### config.mk
export PLATFORM = sky130hd
export DESIGN_NAME = timer_cfg_sequencer_flat
export DESIGN_NICKNAME = d
export VERILOG_FILES = /design/src/rtl/timer_cfg_sequencer_if.sv /design/src/rtl/timer_cfg_sequencer.sv /design/src/flat_wrapper.sv
export SDC_FILE = /design/constraint.sdc
export NUM_CORES = 1
export LEC_CHECK = 0
export ABC_AREA = 0
export BUFFER_PORTS_ARGS = -buffer_cell sky130_fd_sc_hd__buf_2
export CORE_ASPECT_RATIO = 0.8
export CORE_MARGIN = 4
export CORE_UTILIZATION = 30
export CTS_CLUSTER_DIAMETER = 30
export CTS_CLUSTER_SIZE = 16
export DETAILED_ROUTE_END_ITERATION = 10
export PLACE_DENSITY = 0.53
export SYNTH_ARGS = -nofsm -noshare
export SYNTH_HDL_FRONTEND = slang
export SYNTH_SLANG_ARGS = --single-unit
### constraint.sdc
create_clock -name PCLK -period 3.05 [get_ports PCLK]
set_clock_uncertainty 0.15 [all_clocks]
set_input_delay 0.61 -clock PCLK [delete_from_list [all_inputs] [get_ports PCLK]]
set_output_delay 0.61 -clock PCLK [all_outputs]
set_load 0.05 [all_outputs]
### src/rtl/timer_cfg_sequencer_if.sv
// APB bus between the timer configuration sequencer (master) and the timer register slave.
interface timer_cfg_sequencer_if;
  logic [31:0] m_paddr;
  logic        m_psel;
  logic        m_penable;
  logic        m_pwrite;
  logic [31:0] m_pwdata;
  logic [3:0]  m_pstrb;
  logic [31:0] m_prdata;
  logic        m_pready;
  logic        m_pslverr;

  modport master (
    output m_paddr, m_psel, m_penable, m_pwrite, m_pwdata, m_pstrb,
    input  m_prdata, m_pready, m_pslverr
  );

  modport slave (
    input  m_paddr, m_psel, m_penable, m_pwrite, m_pwdata, m_pstrb,
    output m_prdata, m_pready, m_pslverr
  );
endinterface

### src/rtl/timer_cfg_sequencer.sv
// APB master that disables, programs and re-arms the timer IP base timer on a start pulse,
// optionally polling STATUS.ld until the load completes.
module timer_cfg_sequencer #(
  parameter logic [31:0] BASE_ADDR  = 32'h0000_0000,
  parameter logic [31:0] OFF_CONFIG = 32'h00,
  parameter logic [31:0] OFF_PRESC  = 32'h04,
  parameter logic [31:0] OFF_PERIOD = 32'h08,
  parameter logic [31:0] OFF_LOAD   = 32'h0C,
  parameter logic [31:0] OFF_STATUS = 32'h14,
  parameter int unsigned POLL_MAX   = 16,
  parameter int unsigned WAIT_MAX   = 255
) (
  input  logic        PCLK,
  input  logic        PRESETn,
  input  logic        start,
  input  logic        abort,
  input  logic        cfg_ar,
  input  logic        cfg_dir,
  input  logic        cfg_ud,
  input  logic [31:0] cfg_div,
  input  logic [31:0] cfg_per,
  input  logic [31:0] cfg_load,
  input  logic        wait_ld,
  output logic        busy,
  output logic        done,
  output logic        error,
  output logic [1:0]  err_code,
  output logic [3:0]  last_status,
  timer_cfg_sequencer_if.master apb
);

  localparam int unsigned    PW          = $clog2(POLL_MAX + 1);
  localparam logic [PW-1:0]  POLL_LIM    = PW'(POLL_MAX);
  localparam logic [7:0]     WAIT_LAST   = 8'(WAIT_MAX - 32'd1);
  localparam logic [2:0]     STEP_CFG_EN = 3'd4;
  localparam logic [2:0]     STEP_STATUS = 3'd5;
  localparam logic [1:0]     ERR_NONE    = 2'b00;
  localparam logic [1:0]     ERR_SLV     = 2'b01;
  localparam logic [1:0]     ERR_TMO     = 2'b10;
  localparam logic [1:0]     ERR_POLL    = 2'b11;

  typedef enum logic [1:0] {IDLE, SETUP, ACCESS, DONE} state_t;

  state_t        state;
  logic [2:0]    step;
  logic [7:0]    wait_cnt;
  logic [PW-1:0] poll_cnt;
  logic [31:0]   div_q;
  logic [31:0]   per_q;
  logic [31:0]   load_q;
  logic [2:0]    mode_q;
  logic          wait_ld_q;

  logic [2:0]    issue_step_c;
  logic [31:0]   issue_addr_c;
  logic [31:0]   issue_data_c;
  logic          issue_wr_c;
  logic          issue_c;
  logic          acc_setup_c;
  logic          acc_done_c;
  logic          capture_c;
  logic [1:0]    acc_err_c;
  logic [PW-1:0] poll_inc_c;
  logic          unused_prdata_c;

  function automatic logic [31:0] xfer_addr(input logic [2:0] s);
    logic [31:0] off;
    case (s)
      3'd0:    off = OFF_CONFIG;
      3'd1:    off = OFF_PRESC;
      3'd2:    off = OFF_PERIOD;
      3'd3:    off = OFF_LOAD;
      3'd4:    off = OFF_CONFIG;
      default: off = OFF_STATUS;
    endcase
    return BASE_ADDR + off;
  endfunction

  function automatic logic [31:0] xfer_data(input logic [2:0] s, input logic [31:0] div,
                                            input logic [31:0] per, input logic [31:0] load,
                                            input logic [2:0] mode);
    case (s)
      3'd1:    return div;
      3'd2:    return per;
      3'd3:    return load;
      3'd4:    return {28'd0, mode, 1'b1};
      default: return 32'd0;
    endcase
  endfunction

  // Next transfer to launch: step 0 from IDLE, otherwise advance (STATUS re-reads stay on step 5).
  always_comb begin
    issue_step_c = 3'd0;
    if (state != IDLE) begin
      issue_step_c = (step == STEP_STATUS) ? STEP_STATUS : step + 3'd1;
    end
    issue_addr_c = xfer_addr(issue_step_c);
    issue_data_c = xfer_data(issue_step_c, div_q, per_q, load_q, mode_q);
    issue_wr_c   = (issue_step_c != STEP_STATUS);
  end

  assign poll_inc_c      = (poll_cnt == POLL_LIM) ? poll_cnt : poll_cnt + PW'(1);
  assign unused_prdata_c = ^apb.m_prdata[31:4];

  // Outcome of the ACCESS phase; slave error outranks abort.
  always_comb begin
    acc_setup_c = 1'b0;
    acc_done_c  = 1'b0;
    capture_c   = 1'b0;
    acc_err_c   = ERR_NONE;
    if (state == ACCESS) begin
      if (apb.m_pready) begin
        if (apb.m_pslverr) begin
          acc_done_c = 1'b1;
          acc_err_c  = ERR_SLV;
        end else if (abort) begin
          acc_done_c = 1'b1;
        end else if (step < STEP_CFG_EN) begin
          acc_setup_c = 1'b1;
        end else if (step == STEP_CFG_EN) begin
          acc_setup_c = wait_ld_q;
          acc_done_c  = !wait_ld_q;
        end else begin
          capture_c = 1'b1;
          if (apb.m_prdata[3]) begin
            acc_done_c = 1'b1;
          end else if (poll_inc_c == POLL_LIM) begin
            acc_done_c = 1'b1;
            acc_err_c  = ERR_POLL;
          end else begin
            acc_setup_c = 1'b1;
          end
        end
      end else if (wait_cnt == WAIT_LAST) begin
        acc_done_c = 1'b1;
        acc_err_c  = ERR_TMO;
      end
    end
  end

  assign issue_c = ((state == IDLE) && start) || acc_setup_c;

  always_ff @(posedge PCLK or negedge PRESETn) begin
    if (!PRESETn) begin
      state         <= IDLE;
      step          <= 3'd0;
      wait_cnt      <= 8'd0;
      poll_cnt      <= '0;
      div_q         <= 32'd0;
      per_q         <= 32'd0;
      load_q        <= 32'd0;
      mode_q        <= 3'd0;
      wait_ld_q     <= 1'b0;
      busy          <= 1'b0;
      done          <= 1'b0;
      error         <= 1'b0;
      err_code      <= ERR_NONE;
      last_status   <= 4'd0;
      apb.m_paddr   <= 32'd0;
      apb.m_psel    <= 1'b0;
      apb.m_penable <= 1'b0;
      apb.m_pwrite  <= 1'b0;
      apb.m_pwdata  <= 32'd0;
      apb.m_pstrb   <= 4'd0;
    end else begin
      done <= 1'b0;
      if (issue_c) begin
        state         <= SETUP;
        step          <= issue_step_c;
        apb.m_psel    <= 1'b1;
        apb.m_penable <= 1'b0;
        apb.m_paddr   <= issue_addr_c;
        apb.m_pwdata  <= issue_data_c;
        apb.m_pwrite  <= issue_wr_c;
        apb.m_pstrb   <= issue_wr_c ? 4'hF : 4'h0;
      end
      case (state)
        IDLE: begin
          if (start) begin
            div_q     <= cfg_div;
            per_q     <= cfg_per;
            load_q    <= cfg_load;
            mode_q    <= {cfg_ud, cfg_dir, cfg_ar};
            wait_ld_q <= wait_ld;
            poll_cnt  <= '0;
            error     <= 1'b0;
            err_code  <= ERR_NONE;
            busy      <= 1'b1;
          end
        end
        SETUP: begin
          apb.m_penable <= 1'b1;
          wait_cnt      <= 8'd0;
          state         <= ACCESS;
        end
        ACCESS: begin
          if (capture_c) begin
            last_status <= apb.m_prdata[3:0];
            poll_cnt    <= poll_inc_c;
          end
          if (acc_done_c) begin
            state         <= DONE;
            busy          <= 1'b0;
            done          <= 1'b1;
            apb.m_psel    <= 1'b0;
            apb.m_penable <= 1'b0;
            if (acc_err_c != ERR_NONE) begin
              error    <= 1'b1;
              err_code <= acc_err_c;
            end
          end else if (!apb.m_pready) begin
            wait_cnt <= wait_cnt + 8'd1;
          end
        end
        default: state <= IDLE;
      endcase
    end
  end

endmodule

### src/flat_wrapper.sv
// flat-port wrapper written by rule: the top's interface ports become plain ports
module timer_cfg_sequencer_flat 
#(
  parameter logic [31:0] BASE_ADDR  = 32'h0000_0000,
  parameter logic [31:0] OFF_CONFIG = 32'h00,
  parameter logic [31:0] OFF_PRESC  = 32'h04,
  parameter logic [31:0] OFF_PERIOD = 32'h08,
  parameter logic [31:0] OFF_LOAD   = 32'h0C,
  parameter logic [31:0] OFF_STATUS = 32'h14,
  parameter int unsigned POLL_MAX   = 16,
  parameter int unsigned WAIT_MAX   = 255
)
  (PCLK, PRESETn, start, abort, cfg_ar, cfg_dir, cfg_ud, cfg_div, cfg_per, cfg_load, wait_ld, busy, done, error, err_code, last_status, apb_m_paddr, apb_m_psel, apb_m_penable, apb_m_pwrite, apb_m_pwdata, apb_m_pstrb, apb_m_prdata, apb_m_pready, apb_m_pslverr);
  timer_cfg_sequencer_if apb_i ();
  input  logic PCLK;
  input  logic PRESETn;
  input  logic start;
  input  logic abort;
  input  logic cfg_ar;
  input  logic cfg_dir;
  input  logic cfg_ud;
  input  logic [31:0] cfg_div;
  input  logic [31:0] cfg_per;
  input  logic [31:0] cfg_load;
  input  logic wait_ld;
  output logic busy;
  output logic done;
  output logic error;
  output logic [1:0] err_code;
  output logic [3:0] last_status;
  output wire logic [$bits(apb_i.m_paddr)-1:0] apb_m_paddr;
  output wire logic [$bits(apb_i.m_psel)-1:0] apb_m_psel;
  output wire logic [$bits(apb_i.m_penable)-1:0] apb_m_penable;
  output wire logic [$bits(apb_i.m_pwrite)-1:0] apb_m_pwrite;
  output wire logic [$bits(apb_i.m_pwdata)-1:0] apb_m_pwdata;
  output wire logic [$bits(apb_i.m_pstrb)-1:0] apb_m_pstrb;
  input wire logic [$bits(apb_i.m_prdata)-1:0] apb_m_prdata;
  input wire logic [$bits(apb_i.m_pready)-1:0] apb_m_pready;
  input wire logic [$bits(apb_i.m_pslverr)-1:0] apb_m_pslverr;
  assign apb_m_paddr = apb_i.m_paddr;
  assign apb_m_psel = apb_i.m_psel;
  assign apb_m_penable = apb_i.m_penable;
  assign apb_m_pwrite = apb_i.m_pwrite;
  assign apb_m_pwdata = apb_i.m_pwdata;
  assign apb_m_pstrb = apb_i.m_pstrb;
  assign apb_i.m_prdata = apb_m_prdata;
  assign apb_i.m_pready = apb_m_pready;
  assign apb_i.m_pslverr = apb_m_pslverr;
  timer_cfg_sequencer #(.BASE_ADDR(BASE_ADDR), .OFF_CONFIG(OFF_CONFIG), .OFF_PRESC(OFF_PRESC), .OFF_PERIOD(OFF_PERIOD), .OFF_LOAD(OFF_LOAD), .OFF_STATUS(OFF_STATUS), .POLL_MAX(POLL_MAX), .WAIT_MAX(WAIT_MAX)) u_core (.PCLK(PCLK), .PRESETn(PRESETn), .start(start), .abort(abort), .cfg_ar(cfg_ar), .cfg_dir(cfg_dir), .cfg_ud(cfg_ud), .cfg_div(cfg_div), .cfg_per(cfg_per), .cfg_load(cfg_load), .wait_ld(wait_ld), .busy(busy), .done(done), .error(error), .err_code(err_code), .last_status(last_status), .apb(apb_i));
endmodule
==> flow_summary_export.csv <==
group,metric,value,unit
outcome,outcome,"finished clean",
drt,viasPerCell,4.72,
cts,htreeDepth,4,
global_route,grt-ovfl-total,0,
logic_synthesis,yosysWarningCount,0,
finish,nFillCells,2500,
cts,cts_setup_buffers,0,
global_route,grt_max_degree,60,
logic_synthesis,syn_area,7700,µm²
logic_synthesis,synth_compound_area_share,10.9,%
sta,setup_tns,0,ns
sta,worst_slack,0.522,ns
sta,holdWs,0.256,ns
critical_path,cp.depth,6,
die,fp-row-count,52,
finish,multi_input_area,3230,µm²
die,die_x,187,µm
cts,clk_pin_slew,0.07,ns
finish,area_delta_synth_final,23.7,%
die,die-area,28300,µm²
logic_synthesis,synthArstFlopShare,100,%
cts,cts_max_path_buffers,2,
logic_synthesis,postSynthCellCount,660,
die,fp.coreArea,25300,µm²
logic_synthesis,synth_xor_area_share,0.114,%
critical_path,cp_data_arrival_time,2.70,ns
critical_path,cp-start-kind,"flop",
drt,drc,0,
critical_path,reg2reg_setup_slack,0.52,ns
finish,seq_area,4130,µm²
logic_synthesis,synth_enable_flop_cells,0,
drt,firstDrtPassIters,4,
logic_synthesis,synth_top_area_share,53.6,%
logic_synthesis,seq_area_frac_synth,53.6,%
finish,final_cell_mix,"dfrtp_1 (163), buf_2 (159), mux2_2 (104)",
logic_synthesis,synth.mux.area_fraction,20.7,%
sta,fin_crit_sh,82.9,%
finish,final_common_cell,"dfrtp_1",
logic_synthesis,synth_area_leader_cell,"dfrtp_1",
logic_synthesis,syn_area_per_cell,11.7,µm²
cts,cts_tree,"built",
die,ios,218,
critical_path,path_buf_inv,3,
global_route,grt_use_total,13.6,%
critical_path,reg2reg_to,"u_core.poll_cnt[0]",
min_path,holdPathStages,2,
critical_path,crit_path_frequent_cell,"inv_1",
critical_path,worstPathRequired,3.22,ns
sta,max_freq,396,MHz
placed_design,gp_congestion,0.725,
min_path,holdCritStartpoint,"cfg_div[14]",
cts,cts_resized,0,
drt,wire_per_inst,16.4,µm
global_route,grt_pass1_vias,5426,
die,dieHeight,151,µm
logic_synthesis,synth_top_family_by_area,"multiplexers",
critical_path,worstPathCellList,"inv_1, ha_1, inv_1, o22ai_1, clkinv_1, a32o_1",
cts,ctsRootBufferMaster,"clkbuf_16",
sta,setup_viol,0,
placed_design,io_buffers,160,
sta,slew_violations,0,
logic_synthesis,synthSimpleGateAreaFrac,7.23,%
critical_path,rr_startpoint,"u_core.state[0]",
global_route,grt_pass1_wl,30.2,mm
finish,instances_no_fill,1151,
placed_design,dp_hpwl,12.9,mm
global_route,antenna_found_initial,6,
drt,vias,5429,
logic_synthesis,ys.flop_type,"dfrtp_1",
critical_path,slowest_stage,"o22ai_1",
placed_design,place_ws,0.509,ns
critical_path,cp_max_fo,11,
finish,fin_nets,957,
sta,rsz0062_at_grt,"no",
finish,drive_gt1_share,39.1,%
sta,fin_crit,2.53,ns
critical_path,slowest_delay,0.53,ns
logic_synthesis,synth-seq-cells,165,
drt,drt_iter0_drc,236,
sta,worstMarginPinSlew,0.931,ns
critical_path,crit_type,"flop to flop",
cts,cts_buffers,17,
power_and_ir_drop,p_leak,4.35,nW
logic_synthesis,synth_cell_types,58,
drt,drtAntennaViolNets,0,
power_and_ir_drop,ir_worst_vdd,0.516,mV
power_and_ir_drop,power,0.0111,W
placed_design,dp_cells,1115,
sta,slew_headroom,37.8,%
die,start_util,30.4,%
min_path,hp-class,"input port to flop",
drt,wl,18.9,mm
critical_path,reg2reg_depth,6,
logic_synthesis,yosys.area_share.adder,1.30,%
power_and_ir_drop,power_density,1160,nW/µm²
logic_synthesis,synth.top_cells.by_area,"dfrtp_1 (54%), mux2_2 (15%), mux2i_1 (4.3%)",
sta,hold_viol_final,0,
cts,cts.sinks,165,
critical_path,crit_family,"compound AO/OA/AOI/OAI gates",
min_path,min_to,"u_core.div_q[14]",
cts,clk_latency,0.43,ns
run,drv_cap,0,
critical_path,end_kind,"flop",
[metrics by stage]
step | instance area, µm² | utilization, %
after global routing | 9530 | 37.6
after detailed placement | 8790 | 34.7
after global placement | 8790 | 34.7
after CTS | 9520 | 37.6
after floorplan | 7800 | -
final | 9530 | 37.6
[registers in the layout (all words and copies together) (netlist names), 4 cells and up]
signal and cells:
u_core.apb.m_pwdata 32, u_core.div_q 32, u_core.last_status 4, u_core.load_q 32, u_core.per_q 32, u_core.poll_cnt 5, u_core.wait_cnt 8
[cell type report]
class,count,share of cell area [%]
diodes,3,0.0788
clock buffers,20,4.69
clock inverters,12,2.88
inverters,15,0.591
multi-input cells,435,33.9
flip-flops and latches,165,43.4
well taps,324,4.26
repair buffers,177,10.2
[worst max path at each step]
stage	startpoint	end	slack, ns
2_1_floorplan	u_core.poll_cnt[0]	u_core.err_code[1]	0.88
3_3_place_gp	u_core.state[0]	u_core.poll_cnt[0]	0.51
3_5_place_dp	u_core.state[0]	u_core.poll_cnt[0]	0.51
4_1_cts	u_core.state[0]	u_core.poll_cnt[0]	0.48
5_1_grt	u_core.state[0]	u_core.poll_cnt[0]	0.27
6_report	u_core.state[0]	u_core.poll_cnt[0]	0.52
[power breakdown]
part           internal, W  switching (W)  total (W)
Combinational      0.00173        0.00290    0.00463
Clock              0.00173       0.000916    0.00265
Sequential         0.00322       0.000591    0.00381
Total              0.00668        0.00441     0.0111
[cell usage after synthesis, drive strengths merged, types with 3 or more instances]
cell type  instances
nor3b              4
o21ai             28
buf               49
mux2i             33
inv               13
ha                 8
clkbuf            24
nand2             57
mux2             106
nor3               3
a21oi             43
o31ai             32
mux4               3
nand3              7
dfrtp            165
nor2              37
[routing by layer]
| layer | vias to the layer above | wire [µm] | GRT usage (%) |
|---|---|---|---|
| li1 | 2588 | - | - |
| met1 | 2662 | 8890 | 18.3 |
| met2 | 153 | 8140 | 20.0 |
| met3 | 20 | 1650 | 5.99 |
| met4 | 6 | 223 | 3.29 |
| met5 | - | 28 | 0 |
[kinds of logic after synthesis]
logic type | Yosys count
compound gates | 130
xor+xnor | 1
fa+ha+maj | 8
buf+inv | 88
flops | 165
mux | 142
other cells | 1
simple gates | 125
[what timing repair did]
item                       4_1_cts  5_1_grt
hold endpoints to repair        12        0
hold buffers                     1        0
setup endpoints to repair        0        0
Note: power is estimated with default switching activity, not from simulation.
